[src/rtl/route_hop_forwarder.sv]
// route_hop_forwarder: steers wormhole packets to X/Y/local via a one-deep output stage,
// rewriting head offsets for the next hop and counting packets dropped for bad routes.
module route_hop_forwarder #(
    parameter int DATA_W = 64,
    parameter int OFS_W  = 30,
    parameter int CNT_W  = 16
) (
    input  logic              clk,
    input  logic              rst,
    input  logic              in_valid,
    output logic              in_ready,
    input  logic              in_head,
    input  logic              in_tail,
    input  logic [DATA_W-1:0] in_data,
    input  logic [OFS_W-1:0]  in_dest_x,
    input  logic [OFS_W-1:0]  in_dest_y,
    input  logic [2:0]        route_port,
    output logic [2:0]        out_valid,
    input  logic [2:0]        out_ready,
    output logic              out_head,
    output logic              out_tail,
    output logic [DATA_W-1:0] out_data,
    output logic [OFS_W-1:0]  out_dest_x,
    output logic [OFS_W-1:0]  out_dest_y,
    output logic [CNT_W-1:0]  drop_cnt
);
    typedef enum logic [1:0] {IDLE, FWD, DROP} state_t;
    state_t              state_q;
    logic [2:0]          lock_q, port_q;
    logic                valid_q, head_q, tail_q;
    logic [DATA_W-1:0]   data_q;
    logic [OFS_W-1:0]    dx_q, dy_q, dx_d, dy_d;
    logic [CNT_W-1:0]    cnt_q, cnt_d;
    logic                drain, acc, legal, load_head, load_body;

    function automatic logic [OFS_W-1:0] step(input logic [OFS_W-1:0] v);
        return v == '0 ? v : v[OFS_W-1] ? v + OFS_W'(1) : v - OFS_W'(1);
    endfunction

    assign drain     = valid_q & |(out_ready & port_q);
    assign in_ready  = (state_q == DROP) | ~valid_q | drain;
    assign acc       = in_valid & in_ready;
    assign legal     = route_port == 3'b001 || route_port == 3'b010 || route_port == 3'b100;
    assign load_head = acc & (state_q == IDLE) & in_head & legal;
    assign load_body = acc & (state_q == FWD);
    assign dx_d      = route_port[0] ? step(in_dest_x) : in_dest_x;
    assign dy_d      = route_port[1] ? step(in_dest_y) : in_dest_y;
    assign cnt_d     = &cnt_q ? cnt_q : cnt_q + CNT_W'(1);

    assign out_valid  = valid_q ? port_q : 3'b000;
    assign out_head   = head_q;
    assign out_tail   = tail_q;
    assign out_data   = data_q;
    assign out_dest_x = dx_q;
    assign out_dest_y = dy_q;
    assign drop_cnt   = cnt_q;

    always_ff @(posedge clk) begin
        if (rst) begin
            state_q <= IDLE;
            lock_q  <= '0;
            port_q  <= '0;
            valid_q <= 1'b0;
            head_q  <= 1'b0;
            tail_q  <= 1'b0;
            data_q  <= '0;
            dx_q    <= '0;
            dy_q    <= '0;
            cnt_q   <= '0;
        end else begin
            if (load_head | load_body) begin
                valid_q <= 1'b1;
                head_q  <= load_head;
                tail_q  <= in_tail;
                data_q  <= in_data;
                dx_q    <= load_head ? dx_d : '0;
                dy_q    <= load_head ? dy_d : '0;
                port_q  <= load_head ? route_port : lock_q;
            end else if (drain) begin
                valid_q <= 1'b0;
            end
            // body flits always follow the locked port, whatever route_port says
            if (acc) begin
                case (state_q)
                    IDLE: if (in_head) begin
                        if (legal) begin
                            lock_q  <= route_port;
                            state_q <= in_tail ? IDLE : FWD;
                        end else begin
                            cnt_q   <= cnt_d;
                            state_q <= in_tail ? IDLE : DROP;
                        end
                    end
                    FWD, DROP: if (in_tail) state_q <= IDLE;
                    default: state_q <= IDLE;
                endcase
            end
        end
    end
endmodule

[config.mk]
export PLATFORM = sky130hd
export DESIGN_NAME = route_hop_forwarder
export DESIGN_NICKNAME = d
export VERILOG_FILES = /design/src/rtl/route_hop_forwarder.sv
export SDC_FILE = /design/constraint.sdc
export NUM_CORES = 1
export LEC_CHECK = 0
export ABC_AREA = 1
export CAP_MARGIN = 20
export CORE_UTILIZATION = 50
export DETAILED_ROUTE_END_ITERATION = 16
export PLACE_DENSITY = 0.88
export SYNTH_ARGS = -nofsm -noshare
export SYNTH_HDL_FRONTEND = slang
export SYNTH_SLANG_ARGS = --single-unit
export TNS_END_PERCENT = 20
[constraint.sdc]
create_clock -name clk -period 2.6 [get_ports clk]
set_input_delay 0.26 -clock clk [delete_from_list [all_inputs] [get_ports clk]]
set_output_delay 0.26 -clock clk [all_outputs]
set_load 0.03 [all_outputs]
==> results of run 1 <==
==> critical path, delay by kind of cell <==
family / cells / cell delay, ns
AO/OA/AOI/OAI: 2 / 0.36
buffers and inverters: 6 / 1.03
AND/OR/NAND/NOR: 7 / 0.63
adder cells (fa/ha/maj): 1 / 0.33
==> layer usage <==
layer	global-route usage, %	up-vias
li1	-	6534
met1	40.9	5964
met2	56.4	514
met3	5.45	105
met4	14.1	2
met5	0	-
==> power by group <==
part           switching (mW)  total (mW)  internal, mW  leakage, nW
sequential             0.0953        2.59          2.50         1.23
combinational            1.66        2.80          1.15         6.03
clock                    1.31        2.64          1.32        0.302
total                    3.06        8.03          4.96         7.56
==> cells in the final DEF, fill, tap and decap left out, types with 17 or more instances in the layout <==
| cell type | Yosys | final |
|---|---|---|
| nand2_1 | 583 | 583 |
| clkdlybuf4s50_1 | 0 | 279 |
| inv_1 | 273 | 273 |
| nor2_1 | 271 | 271 |
| dfxtp_1 | 151 | 151 |
| a21oi_1 | 141 | 141 |
| buf_4 | 1 | 103 |
| o21ai_0 | 97 | 97 |
| nand3_1 | 92 | 92 |
| ha_1 | 62 | 62 |
| nand4_1 | 29 | 29 |
| xor2_1 | 25 | 25 |
| nor3_1 | 19 | 19 |
| clkbuf_16 | 0 | 17 |
==> cells in the mapped netlist <==
master | count | share of area (%)
nor2_1 | 271 | 9.3
buf_2 | 15 | 0.68
nand2_1 | 583 | 20
nand3b_1 | 9 | 0.61
nand2_2 | 5 | 0.28
o21ai_0 | 97 | 4.4
ha_1 | 62 | 7.1
nand2_8 | 1 | 0.18
dfxtp_1 | 151 | 28
buf_1 | 1 | 0.034
nor2_8 | 1 | 0.18
o21bai_1 | 2 | 0.14
and2_1 | 9 | 0.51
nor3_2 | 2 | 0.18
o221ai_1 | 1 | 0.080
a21o_1 | 2 | 0.14
buf_4 | 1 | 0.068
inv_4 | 1 | 0.057
nor4_1 | 3 | 0.17
xnor2_1 | 10 | 0.80
o21ai_1 | 1 | 0.045
nand3_2 | 1 | 0.091
xor2_1 | 25 | 2.0
nand4_1 | 29 | 1.7
inv_1 | 273 | 9.3
fa_1 | 2 | 0.36
o21a_1 | 2 | 0.14
clkbuf_1 | 30 | 1.0
o211ai_1 | 2 | 0.14
clkinv_1 | 1 | 0.034
inv_2 | 2 | 0.068
a21oi_2 | 4 | 0.32
inv_6 | 1 | 0.080
buf_6 | 9 | 0.92
a21oi_1 | 141 | 6.4
nor3_1 | 19 | 0.87
nand3_1 | 92 | 4.2
o21ai_2 | 1 | 0.080
==> sequential cells by signal, summed over array words and instances (netlist names) <==
| signal | flops |
|---|---|
| valid_q | 1 |
| port_q | 3 |
| out_tail | 1 |
| drop_cnt | 16 |
| lock_q | 3 |
| state_q | 2 |
| out_dest_x | 30 |
| out_head | 1 |
| out_data | 64 |
| out_dest_y | 30 |
==> worst max-delay path by stage <==
stage / from / to / slack, ns / cells past startpoint
finish: in_dest_x[29] / out_dest_x[18] / 0.27 / 16
floorplan: in_dest_y[29] / out_dest_y[22] / 0.43 / 12
global placement: in_dest_x[29] / out_dest_x[18] / -0.14 / 16
CTS: in_dest_x[29] / out_dest_x[18] / 0.29 / 16
global route: in_dest_x[29] / out_dest_x[18] / 0.07 / 13
detailed placement: in_dest_x[29] / out_dest_x[18] / -0.16 / 15
==> cells by family after synthesis <==
group	synth area share (%)
compound gates	11.9
xor+xnor	2.79
fa+ha+maj	7.42
buf+inv	12.3
flops	27.5
simple gates	38.1
==> layout make-up <==
type,count,area (µm²),area share [%]
Sequential cell,151,3020,19.6
Tap cell,275,344,2.23
Inverter,278,1050,6.81
Timing Repair Buffer,393,3770,24.4
Multi-Input combinational cell,1377,6620,42.9
Clock buffer,17,425,2.76
Clock inverter,15,206,1.34
==> flow_summary.ini, run 1 <==
[yosys]
ys_types = 38
ys_ff_latch = 151
synth.avg_cell_area_um2 = 5.90
postSynthCellCount = 1862
syn_area_um2 = 11000
ys_seq_area_share_pct = 27.5
syn_nets = 2061
yosys_warnings = 0

[sta]
fin_ws_ns = 0.266
period_needed_ns = 2.33
tightest_slew_ns = 0.959
rsz0062_at_grt = false
holdWs_ns = 0.394
finalHoldViolCount = 0
setup_tns_ns = 0
finalCritPeriodShare_pct = 89.8
setup_viol = 0
clock_skew_ns = 0.0197
max_freq_mhz = 428
slew_headroom_pct = 36.1
maxSlewViolCount = 0

[detailed_routing]
post-route-drc-count = 0
top_layer = met5
drt-initial-drc-count = 764
wl_met2_mm = 18.0
wl_met3_mm = 2.65
wl_met1_mm = 16.1
firstDrtPassIters = 5
routed_via_density = 5.24
antenna_left = 0
wl_per_cell_um = 15.3
dr_total_vias = 13119
wl_mm = 38.3

[floorplanning]
dieArea_um2 = 22600
fp.dieH_um = 150
rows = 53
die_w_um = 150
initial_core_util_pct = 51.6
ioPinCount = 281
core_region_area_um2 = 21300

[critical_path]
endpoint_kind = flip-flop
worstSetupStartpointType = input pin
r2r_slack_ns = 0.51
path_cells = clkdlybuf4s50_1 -> inv_1 -> buf_12 -> ha_1 -> buf_4 -> nand2_1 -> nand2_1 -> inv_1 -> nand2_1 -> inv_1 -> nand3_1 -> nand2_1 -> nand3_1 -> nand2_1 -> o21ai_0 -> a21oi_1
cp.arrival_ns = 2.61
timing.rr.end = drop_cnt[15]
cpPeakStageDelay_ns = 0.46
cp_max_fo = 21
cp.required_ns = 2.88
crit_type = input pin to flip-flop
cpMostUsedCell = nand2_1
worst_path_max_delay_cell = clkdlybuf4s50_1
r2r_start = drop_cnt[0]
r2r_cells = 10

[placed_design]
pre_cts_ws_ns = -0.164
post_dp_cell_area_um2 = 14800
dp_cells = 2474
gp_congestion = 0.986
io_buffers = 280
dp_hpwl_mm = 29.3

[pwr]
leakagePower_nw = 7.56
peakVddDrop_uv = 371
powerDensity_nw_per_um2 = 520
power_mw = 8.03

[worst_hold_path]
worstHoldPathType = input pin to flip-flop
hp-start = in_data[38]
hold_end = out_data[38]
min_path_cells = 3

[run]
drv_cap = 0

[grt]
grt_max_degree = 79
gr-total-overflow = 0
antenna_found_initial = 1
grt_usage_pct = 33.1
grt_first_pass_wirelength_mm = 58.6
grt_pass1_vias = 12000

[finish]
drive_gt1_share_pct = 7.40
syn_to_final_growth_pct = 40.5
fin_area_um2 = 15400
final_nets = 2417
fin_util_pct = 72.5
fin_cells = 2506
diodes = 0
fillers = 1823

[clocking]
numCtsBuffers = 17
cts_resized = 0
clk_pin_slew_worst_paths_ns = 0.09
cts_tree = built
clkSinkCount = 151
root_buffer = clkbuf_16
cts_max_level = 4
clock_latency_ns = 0.45
max-clock-path-buffers = 2
postCtsSetupRepairBufs = 0
ctsHoldBuffers = 0

[run_status]
status = finished, final reports clean
Power figures use the tool's default switching activity.
==> run 2, diff against run 1 <==
--- a/config.mk
+++ b/config.mk
@@ -8,6 +8,7 @@
 export ABC_AREA = 1
 export CAP_MARGIN = 20
 export CORE_UTILIZATION = 50
+export CTS_CLUSTER_DIAMETER = 30
 export DETAILED_ROUTE_END_ITERATION = 16
 export PLACE_DENSITY = 0.88
 export SYNTH_ARGS = -nofsm -noshare
==> results of run 2 <==
No change in the layout: final DEF, timing and power equal those of run 1.
==> run 3, diff against run 2 <==
--- a/config.mk
+++ b/config.mk
@@ -11,6 +11,7 @@
 export CTS_CLUSTER_DIAMETER = 30
 export DETAILED_ROUTE_END_ITERATION = 16
 export PLACE_DENSITY = 0.88
+export SETUP_SLACK_MARGIN = 0.02
 export SYNTH_ARGS = -nofsm -noshare
 export SYNTH_HDL_FRONTEND = slang
 export SYNTH_SLANG_ARGS = --single-unit
==> results of run 3 <==
No change in the layout: final DEF, timing and power equal those of run 1.
